--- src/rtl/cpu_pkg.sv ---
// Shared definitions for the 8-bit processor sequencer: instruction class
// encodings, ALU op codes, flag register address and bit positions, FSM
// state encoding and the decoded-instruction record produced by seq_decode.
package cpu_pkg;

  localparam logic [3:0] CLS_ADD   = 4'h0;
  localparam logic [3:0] CLS_SUB   = 4'h1;
  localparam logic [3:0] CLS_AND   = 4'h2;
  localparam logic [3:0] CLS_OR    = 4'h3;
  localparam logic [3:0] CLS_XOR   = 4'h4;
  localparam logic [3:0] CLS_INV   = 4'h5;
  localparam logic [3:0] CLS_UNDEF = 4'h6;
  localparam logic [3:0] CLS_MOV   = 4'h7;
  localparam logic [3:0] CLS_LOAD  = 4'h8;
  localparam logic [3:0] CLS_JZ    = 4'h9;
  localparam logic [3:0] CLS_INC   = 4'hA;
  localparam logic [3:0] CLS_DEC   = 4'hB;
  localparam logic [3:0] CLS_HLT   = 4'hC;
  localparam logic [3:0] CLS_JC    = 4'hD;
  localparam logic [3:0] CLS_JNZ   = 4'hE;
  localparam logic [3:0] CLS_JMP   = 4'hF;

  typedef enum logic [2:0] {
    ALU_ADD = 3'd0,
    ALU_SUB = 3'd1,
    ALU_AND = 3'd2,
    ALU_OR  = 3'd3,
    ALU_XOR = 3'd4,
    ALU_INV = 3'd5
  } alu_op_e;

  // Default register-file address of the flags register {cy, zero, 6'b0}.
  localparam logic [2:0] SEQ_FLAG_ADDR = 3'd7;
  localparam int         FLG_CY        = 7;
  localparam int         FLG_Z         = 6;

  typedef enum logic [3:0] {
    S_IDLE, S_FETCH, S_DECODE, S_RD_A, S_RD_B,
    S_EXEC, S_WB, S_WB_FLG, S_BR, S_HALT
  } seq_state_e;

  typedef struct packed {
    logic       is_alu2;      // two-operand ALU op (ADD..XOR)
    logic       is_inv;
    logic       is_incdec;
    logic       is_mov;
    logic       is_load;
    logic       is_jmp;
    logic       is_jz;
    logic       is_jc;
    logic       is_jnz;
    logic       is_hlt;
    logic       is_undef;
    logic       is_jump;
    logic       writes_flags;
    alu_op_e    alu_op;
    logic [1:0] dst;
    logic [1:0] src_b;
    logic [1:0] rd_a_sel;     // register read in RD_A (srcA, or dst for INC/DEC/JNZ)
    logic [7:0] imm;
  } seq_dec_t;

endpackage

--- src/rtl/seq_decode.sv ---
// Combinational instruction decoder for cpu_sequencer.
// Ports:
//   ir  - latched 16-bit instruction word
//   dec - class one-hots, register fields, ALU op, flag-write and jump flags
module seq_decode
  import cpu_pkg::*;
(
  input  logic [15:0] ir,
  output seq_dec_t    dec
);

  logic [3:0] cls;
  logic       unused_ir;

  assign cls       = ir[15:12];
  assign unused_ir = ^{ir[11:10], ir[3:2]};

  always_comb begin
    // NOTE: every field gets a default first so no path leaves one unassigned (no latch).
    dec        = '0;
    dec.alu_op = ALU_ADD;
    dec.dst    = ir[9:8];
    dec.src_b  = ir[1:0];
    dec.imm    = ir[7:0];

    case (cls)
      CLS_ADD, CLS_SUB, CLS_AND, CLS_OR, CLS_XOR: begin
        dec.is_alu2 = 1'b1;
        dec.alu_op  = alu_op_e'(cls[2:0]);
      end
      CLS_INV: begin
        dec.is_inv = 1'b1;
        dec.alu_op = ALU_INV;
      end
      CLS_INC:   dec.is_incdec = 1'b1;
      CLS_DEC: begin
        dec.is_incdec = 1'b1;
        dec.alu_op    = ALU_SUB;
      end
      CLS_MOV:   dec.is_mov   = 1'b1;
      CLS_LOAD:  dec.is_load  = 1'b1;
      CLS_JZ:    dec.is_jz    = 1'b1;
      CLS_JC:    dec.is_jc    = 1'b1;
      CLS_JNZ:   dec.is_jnz   = 1'b1;
      CLS_JMP:   dec.is_jmp   = 1'b1;
      CLS_HLT:   dec.is_hlt   = 1'b1;
      CLS_UNDEF: dec.is_undef = 1'b1;
      default:   dec.is_undef = 1'b1;
    endcase

    dec.is_jump      = dec.is_jmp | dec.is_jz | dec.is_jc | dec.is_jnz;
    dec.writes_flags = dec.is_alu2 | dec.is_inv | dec.is_incdec;
    // INC/DEC modify dst in place and JNZ tests dst, so those read dst.
    dec.rd_a_sel     = (dec.is_incdec | dec.is_jnz) ? ir[9:8] : ir[5:4];
  end

endmodule

--- src/rtl/cpu_sequencer.sv ---
// Fetch/decode/execute controller for the 8-bit processor. Holds the program
// counter and latched instruction and walks each instruction through a fixed
// per-class state path, driving instruction memory, register file and ALU.
// Optional feature macro: SEQ_UNDEF_TRAP_EN (class 0110 traps to HALT and
// sets the sticky illegal flag; otherwise it is a 2-cycle NOP and illegal = 0).
// Ports:
//   clk, rst           - clock, asynchronous active-high reset
//   run                - start/continue execution (sampled in IDLE and at fetch entry)
//   pc, ir_en, ir_data - instruction memory address / enable / word
//   rf_addr, rf_rd, rf_wr, rf_wdata, rf_rdata - register file access
//   alu_op, alu_a, alu_b, alu_out, alu_cy, alu_zero - ALU interface
//   busy, halted, illegal - status
module cpu_sequencer
  import cpu_pkg::*;
#(
  parameter int         PC_W      = 8,
  parameter logic [2:0] FLAG_ADDR = SEQ_FLAG_ADDR
) (
  input  logic            clk,
  input  logic            rst,
  input  logic            run,
  output logic [PC_W-1:0] pc,
  output logic            ir_en,
  input  logic [15:0]     ir_data,
  output logic [2:0]      rf_addr,
  output logic            rf_rd,
  output logic            rf_wr,
  output logic [7:0]      rf_wdata,
  input  logic [7:0]      rf_rdata,
  output logic [2:0]      alu_op,
  output logic [7:0]      alu_a,
  output logic [7:0]      alu_b,
  input  logic [7:0]      alu_out,
  input  logic            alu_cy,
  input  logic            alu_zero,
  output logic            busy,
  output logic            halted,
  output logic            illegal
);

  seq_state_e      state;
  logic [15:0]     ir_q;
  logic [7:0]      a_q;
  logic [7:0]      b_q;
  logic            cy_q;
  logic            zero_q;
  seq_dec_t        dec;
  logic            taken;
  logic [PC_W-1:0] fetch_pc;

  seq_decode u_decode (
    .ir  (ir_q),
    .dec (dec)
  );

  // Operands are the latches themselves; they are only meaningful in EXEC.
  assign alu_a = a_q;
  assign alu_b = b_q;

  assign taken = dec.is_jmp
               | (dec.is_jz  & a_q[FLG_Z])
               | (dec.is_jc  & a_q[FLG_CY])
               | (dec.is_jnz & (a_q != 8'h00));

  // Address of the next fetch whenever an instruction completes.
  assign fetch_pc = (state == S_BR && taken) ? PC_W'(dec.imm) : pc + PC_W'(1);

`ifdef SEQ_UNDEF_TRAP_EN
  logic illegal_q;
  assign illegal = illegal_q;
`else
  assign illegal = 1'b0;
`endif

  always_ff @(posedge clk or posedge rst) begin
    if (rst) begin
      state    <= S_IDLE;
      pc       <= '0;
      ir_en    <= 1'b0;
      rf_addr  <= '0;
      rf_rd    <= 1'b0;
      rf_wr    <= 1'b0;
      rf_wdata <= '0;
      alu_op   <= ALU_ADD;
      busy     <= 1'b0;
      halted   <= 1'b0;
      ir_q     <= '0;
      a_q      <= '0;
      b_q      <= '0;
      cy_q     <= 1'b0;
      zero_q   <= 1'b0;
`ifdef SEQ_UNDEF_TRAP_EN
      illegal_q <= 1'b0;
`endif
    end else begin
      // NOTE: state and registered outputs use non-blocking assignment so every
      // read in this block sees the pre-edge value.
      // Strobes are single-cycle; only the transition into their state raises them.
      ir_en <= 1'b0;
      rf_rd <= 1'b0;
      rf_wr <= 1'b0;

      case (state)
        S_IDLE: begin
          if (run) begin
            state <= S_FETCH;
            ir_en <= 1'b1;
            busy  <= 1'b1;
          end
        end

        S_FETCH: begin
          ir_q  <= ir_data;
          state <= S_DECODE;
        end

        S_DECODE: begin
          if (dec.is_load) begin
            state    <= S_WB;
            rf_wr    <= 1'b1;
            rf_addr  <= {1'b0, dec.dst};
            rf_wdata <= dec.imm;
          end else if (dec.is_jmp) begin
            state <= S_BR;
          end else if (dec.is_hlt) begin
            state  <= S_HALT;
            busy   <= 1'b0;
            halted <= 1'b1;
          end else if (dec.is_undef) begin
`ifdef SEQ_UNDEF_TRAP_EN
            state     <= S_HALT;
            busy      <= 1'b0;
            halted    <= 1'b1;
            illegal_q <= 1'b1;
`else
            pc    <= fetch_pc;
            state <= run ? S_FETCH : S_IDLE;
            ir_en <= run;
            busy  <= run;
`endif
          end else begin
            state   <= S_RD_A;
            rf_rd   <= 1'b1;
            rf_addr <= (dec.is_jz | dec.is_jc) ? FLAG_ADDR : {1'b0, dec.rd_a_sel};
          end
        end

        S_RD_A: begin
          a_q <= rf_rdata;
          if (dec.is_mov) begin
            state    <= S_WB;
            rf_wr    <= 1'b1;
            rf_addr  <= {1'b0, dec.dst};
            rf_wdata <= rf_rdata;
          end else if (dec.is_jump) begin
            state <= S_BR;
          end else if (dec.is_inv | dec.is_incdec) begin
            state  <= S_EXEC;
            b_q    <= dec.is_inv ? 8'h00 : 8'h01;
            alu_op <= dec.alu_op;
          end else begin
            state   <= S_RD_B;
            rf_rd   <= 1'b1;
            rf_addr <= {1'b0, dec.src_b};
          end
        end

        S_RD_B: begin
          b_q    <= rf_rdata;
          alu_op <= dec.alu_op;
          state  <= S_EXEC;
        end

        S_EXEC: begin
          cy_q     <= alu_cy;
          zero_q   <= alu_zero;
          state    <= S_WB;
          rf_wr    <= 1'b1;
          rf_addr  <= {1'b0, dec.dst};
          rf_wdata <= alu_out;
        end

        S_WB: begin
          if (dec.writes_flags) begin
            state    <= S_WB_FLG;
            rf_wr    <= 1'b1;
            rf_addr  <= FLAG_ADDR;
            rf_wdata <= {cy_q, zero_q, 6'b0};
          end else begin
            pc    <= fetch_pc;
            state <= run ? S_FETCH : S_IDLE;
            ir_en <= run;
            busy  <= run;
          end
        end

        S_WB_FLG, S_BR: begin
          pc    <= fetch_pc;
          state <= run ? S_FETCH : S_IDLE;
          ir_en <= run;
          busy  <= run;
        end

        S_HALT: state <= S_HALT;

        default: begin
          state <= S_IDLE;
          busy  <= 1'b0;
        end
      endcase
    end
  end

endmodule

--- config.mk ---
export PLATFORM = sky130hd
export DESIGN_NAME = cpu_sequencer
export DESIGN_NICKNAME = d
export VERILOG_FILES = /design/src/rtl/cpu_pkg.sv /design/src/rtl/seq_decode.sv /design/src/rtl/cpu_sequencer.sv
export SDC_FILE = /design/constraint.sdc
export NUM_CORES = 1
export LEC_CHECK = 0
export ABC_AREA = 1
export CAP_MARGIN = 20
export CORE_ASPECT_RATIO = 2
export CORE_MARGIN = 5
export CORE_UTILIZATION = 50
export CTS_CLUSTER_DIAMETER = 60
export DETAILED_ROUTE_END_ITERATION = 6
export HOLD_SLACK_MARGIN = 0.12
export PLACE_DENSITY = 0.9
export SYNTH_ARGS = -nofsm -noshare
export SYNTH_HDL_FRONTEND = slang
export SYNTH_SLANG_ARGS = --single-unit
--- constraint.sdc ---
create_clock -name clk -period 2.6 [get_ports clk]
set_input_delay 0.39 -clock clk [delete_from_list [all_inputs] [get_ports clk]]
set_output_delay 0.39 -clock clk [all_outputs]
set_load 0.1 [all_outputs]
# Yosys cells after proc, flatten, opt, wreduce, memory -nomap -nowiden

Index checks and enable logic that the tools add are counted.
Widths: inputs -> output; s select.

Output and inout port bits: 44
Register bits after elaboration: 65
Word-level logic and storage cells: 172

Bitwise logic cells: 17
Equality and inequality tests: 42
Mux-type cells: 80
Reduce and logical (&&, ||, !) cells: 17
Add/subtract/negate cells: 1

Operators with widths:

| cell                | number |
|---|---|
| $mux 8              | 12 |
| $eq 4x4->1 const B  | 10 |
| $mux 3              | 13 |
| $mux 1              | 36 |
| $pmux 4 s9          | 1 |
| $eq 4x3->1 const B  | 8 |
| $pmux 8 s4          | 1 |
| $mux 4              | 6 |
| $ne 2x2->1 const B  | 12 |
| $pmux 8 s3          | 1 |
| $ne 3x3->1 const B  | 6 |
| $eq 4x2->1 const B  | 4 |
| $pmux 8 s2          | 1 |
| $pmux 3 s4          | 1 |
| $reduce_and 4->1    | 3 |
| $reduce_and 6->1    | 2 |
| $or 1x1->1          | 11 |
| $reduce_or 5->1     | 2 |
| $pmux 3 s3          | 1 |
| $add 8x1->8 const B | 1 |
| $eq 4x1->1 const B  | 2 |
| $logic_not 4->1     | 2 |
| $pmux 1 s4          | 2 |
| $reduce_bool 8->1   | 1 |
| other kinds (12)    | 18 |

# Longest topological paths before layout

Word-level depth: 13
Gate-level depth with buffers: 12
Gate-level depth less buffers: 11

# Modules after synthesis

A second synthesis with hierarchy kept.

Cell total of the unflattened synthesis: 464
Area, all modules: 3669.8 um^2

Modules (own cells, without submodules):

| module        | instances | cells each | area an instance (um^2) |
|---|---|---|---|
| cpu_sequencer | 1         | 413        | 3404.5 |
| seq_decode    | 1         | 51         | 265.3 |

# Worst setup path after synthesis

OpenSTA, ideal clock, no wires.

Kind: register to register
Start point: reg pc[0]
End point: reg pc[6]
Arrival time: 1827 ps
Clock period less this slack: 1947 ps
Cell stages (with the launch flop): 8
Buffers on the path: 0
Path slack: 653 ps
Setup time: 120 ps
Cells stage by stage: dfrtp_1 ha_1 nand3_1 nor2_1 xnor2_1 nand2_1 nand3_1 nand2_1

Cells in the longest elaborated chain, start to end: 7
Elaborated cells between the ends (all ways): 8
Classes of those cells: 1 x add/sub; 7 x mux

RTL lines:

| element                | line                 | source |
|---|---|---|
| from (decl)            | cpu_sequencer.sv:22  | `output logic [PC_W-1:0] pc,` |
| from (signal assigned) | cpu_sequencer.sv:136 | `pc <= fetch_pc;` |
| from (signal assigned) | cpu_sequencer.sv:190 | `pc <= fetch_pc;` |
| from (signal assigned) | cpu_sequencer.sv:198 | `pc <= fetch_pc;` |
| $add 8x1->8 (*)        | cpu_sequencer.sv:66  | `assign fetch_pc = (state == S_BR && taken) ? PC_W'(dec.imm) : pc + PC_W'(1);` |
| $mux 8 (*)             | cpu_sequencer.sv:66  |  |
| $mux 8                 | cpu_sequencer.sv:129 | `end else if (dec.is_undef) begin` |
| $mux 8                 | cpu_sequencer.sv:125 | `end else if (dec.is_hlt) begin` |
| $mux 8                 | cpu_sequencer.sv:123 | `end else if (dec.is_jmp) begin` |
| $mux 8                 | cpu_sequencer.sv:118 | `if (dec.is_load) begin` |
| $pmux 8 s3 (*)         | cpu_sequencer.sv:103 | `case (state)` |

Every way passes the cells marked *; elsewhere a longest branch is shown, timed or not. The select of a mux whose other input is x is not followed.
A chain may end at the register's enable or synchronous reset.

# Final worst setup path

Start point: reg state[3]
End point: reg alu_op[2]

Cells in the longest elaborated chain, start to end: 3
Elaborated cells between the ends (all ways): 8
Classes of those cells: 5 x eq/ne; 1 x mux; 2 x reduce/logical

RTL lines:

| element                                                          | line                 | source |
|---|---|---|
| from (decl)                                                      | cpu_sequencer.sv:41  | `seq_state_e state;` |
| from (signal assigned)                                           | cpu_sequencer.sv:137 | `state <= run ? S_FETCH : S_IDLE;` |
| from (signal assigned)                                           | cpu_sequencer.sv:191 | `state <= run ? S_FETCH : S_IDLE;` |
| from (signal assigned)                                           | cpu_sequencer.sv:199 | `state <= run ? S_FETCH : S_IDLE;` |
| $eq 4x2->1 / $eq 4x3->1 (equally long branches)                  | cpu_sequencer.sv:103 |  |
| $ne 2x2->1 (no line) / $reduce_bool 2->1 (equally long branches) | -                    |  |
| $reduce_and 4->1 (no line)                                       | -                    |  |
| to (signal assigned)                                             | cpu_sequencer.sv:160 | `alu_op <= dec.alu_op;` |
| to (signal assigned)                                             | cpu_sequencer.sv:170 | `alu_op <= dec.alu_op;` |
| to (decl)                                                        | cpu_sequencer.sv:30  | `output logic [2:0] alu_op,` |

Several ways; a longest one is shown, not always the timed one.

==> results by group <==
Worst setup path
  • FF-to-FF setup slack: 0.54 ns
  • Crit Path Category: flip-flop to flip-flop
  • WP data required: 2.82 ns
  • Worst setup EP type: flip-flop
  • CP arrival: 2.28 ns
  • Crit path max fanout: 18
  • Worst setup SP type: flip-flop

Place
  • Placement Cell Area: 4210 sq um
  • Port buffer count: 77
  • DPL Wire Length: 7.69 mm
  • GPL Wtd Cong: 0.978

Detailed routing
  • Pre-antenna DRT Iters: 5
  • Routed len/inst: 15.8 um
  • Vias per cell: 5.38
  • Initial DRC count: 215
  • Drt drc: 0
  • DRT Wirelength: 9.93 mm
  • Via count: 3375
  • Detail Route Antenna Nets: 0

Cells and area
  • Final instance area: 4490 sq um
  • Fin nets: 571
  • Layout cells sized above 1: 20.5%
  • Ant. Diodes: 0
  • P&R area growth vs syn: 28.0%

Clocking
  • CTS max path bufs: 2
  • Post-CTS Resized: 0
  • Clock Pin Slew Worst Setup and Hold Paths: 0.05 ns
  • CTS tree: built
  • Clk_lat worst skew: 0.34 ns
  • CTS Buf Count: 9
  • Clk sinks: 63
  • Hold buffers post-CTS: 0
  • Postcts setup bufs: 0
  • H-tree depth: 3
  • CTS root buf: clkbuf_16

Synthesis
  • Largest family of logic cells by synthesized area: simple AND/OR/NAND/NOR gates
  • Syn Inst Count: 454
  • Count leader, synth: nand2_1
  • Post-synth EDFFs: 0
  • Post-Synth Adder-Cell Area: 0.357%
  • Synth area leader: dfrtp_1
  • Syn Nets: 492
  • Top post-synthesis cells by area: dfrtp_1 45%, nand2_1 16%, nand3_1 5.9%
  • Ys flop type: dfrtp_1
  • Synth Area in Compound Gates: 9.63%
  • Synth warnings: 0
  • Post-Syn Area: 3510 sq um
  • Seq/Total Area, Yosys: 45.0%
  • Xor and xnor area share after synthesis: 1.25%
  • Async set-or-reset flop fraction in the synthesized netlist: 100%
  • Most instantiated cells after synthesis: 150 x nand2_1, 63 x dfrtp_1, 43 x nor2_1
  • Yosys reg bits: 63
  • Post-Synth Simple-Gate Area: 35.5%
  • Top-area cell type share of the netlist area: 45.0%
  • Post-synthesis mux area share: 0%
  • Avg Inst Size Synth: 7.72 sq um
  • Unique masters post-synth: 39

Global route
  • Overflow after GRT: 0
  • Most used routing layer: met2
  • Met3 usage: 4.46%
  • GR Util met1: 24.5%
  • Met2 Use GR: 43.1%
  • GRT Total Usage: 24.1%
  • Vias in the first global route: 3563
  • Largest net degree at the start of global routing: 46
  • Initial antenna violation count: 0
  • First-pass GRT wire length: 16.8 mm

Floorplan
  • Core area: 6890 sq um
  • Die area: 8890 sq um
  • Die height: 128 um
  • Chip width: 69.2 um
  • Number of I/O pins: 81
  • Cell row count: 43
  • Starting Density: 50.9%

Job
  • Max Cap Viol: 0

STA
  • Slew margin rel.: 60.1%
  • # setup viols final: 0
  • Hold Vio Cnt, Final: 0
  • Max Clock Skew: 0.00532 ns
  • Final min period: 2.06 ns
  • Period utilisation layout: 79.3%
  • Max-slew violations: 0
  • Slew @ Worst Pin: 0.599 ns
  • Max Clk Rate: 485 MHz
  • Unrepaired setup endpoints after global routing: no
  • Setup TNS: 0 ns

Min path
  • Min-delay worst type: flip-flop to flip-flop

Run status
  • Outcome: finished, final reports clean
[routing by layer]
metal | wire length (um) | vias up
li1 | - | 1587
met1 | 3240 | 1596
met5 | 0 | -
met4 | 624 | 0
met3 | 532 | 51
met2 | 5530 | 141
[area by class of cell]
type	count	area (sq um)
repair buffers	80	686
clock buffers	11	233
clock inverters	4	47.5
well taps	90	113
flip-flops and latches	63	1580
multi-input cells	330	1640
fillers	598	2400
inverters	49	191
[path summary, 6_finish.rpt]
| kind | start | end | cells after the start |
|---|---|---|---|
| worst min-delay path | halted | halted | 1 |
| worst max register to register | state[3] | alu_op[2] | 7 |
| min in group asynchronous | rst | ir_q[6] | 3 |
| max in group asynchronous | rst | alu_b[0] | 4 |
| worst max-delay path | state[3] | alu_op[2] | 7 |
| worst min register to register | halted | halted | 1 |
[critical path, stage by stage (launching register included)]
cell	delay [ns]
dfrtp_1	0.47
nor2_4	0.23
nand2_4	0.13
inv_4	0.23
nand2_1	0.35
nand2_1	0.28
o21ai_0	0.12
o21a_1	0.13
[through the flow]
stage / hold slack, ns / instances / util, % / setup WS, ns
2_1_floorplan: 0.449 / 454 / - / 0.640
3_3_place_gp: 0.461 / 612 / 61.1 / 0.629
6_report: 0.485 / 627 / 65.2 / 0.538
5_1_grt: 0.523 / 627 / 65.2 / 0.330
3_5_place_dp: 0.473 / 612 / 61.1 / 0.578
4_1_cts: 0.487 / 627 / 65.2 / 0.567
[flip-flops by register name, summed over array words and instances, names as in the netlist]
register / flops
halted: 1
busy: 1
cy_q: 1
alu_a: 8
rf_rd: 1
zero_q: 1
rf_wr: 1
rf_addr: 3
pc: 8
alu_b: 8
state: 4
ir_q: 14
alu_op: 3
rf_wdata: 8
ir_en: 1
[placed cells by master, fill, tap and decap left out, drive strengths merged]
| cell type | Yosys | routed |
|---|---|---|
| a21oi | 11 | 11 |
| a31oi | 1 | 1 |
| buf | 10 | 46 |
| bufinv | 0 | 1 |
| clkbuf | 2 | 11 |
| clkdlybuf4s50 | 0 | 34 |
| clkinv | 1 | 3 |
| clkinvlp | 0 | 1 |
| conb | 1 | 1 |
| dfrtp | 63 | 63 |
| ha | 1 | 1 |
| inv | 48 | 48 |
| nand2 | 164 | 164 |
| nand3 | 45 | 45 |
| nand3b | 1 | 1 |
| nand4 | 3 | 3 |
| nor2 | 52 | 52 |
| nor3 | 3 | 3 |
| o21a | 1 | 1 |
| o21ai | 36 | 36 |
| o21bai | 3 | 3 |
| o221ai | 1 | 1 |
| o22ai | 2 | 2 |
| xnor2 | 2 | 2 |
| xor2 | 3 | 3 |
[cell families (layout without fill, tap and decap cells)]
logic type | count (synthesis) | in the layout
AND/OR/NAND/NOR | 268 | 268
XOR/XNOR | 5 | 5
AO/OA/AOI/OAI | 55 | 55
other | 1 | 1
buffers and inverters | 61 | 144
adder cells (fa/ha/maj) | 1 | 1
flip-flops | 63 | 63
Power is left out: the tool's default activity adds up to more than one toggle a clock period on the data nets, which glitch-free logic cannot reach.
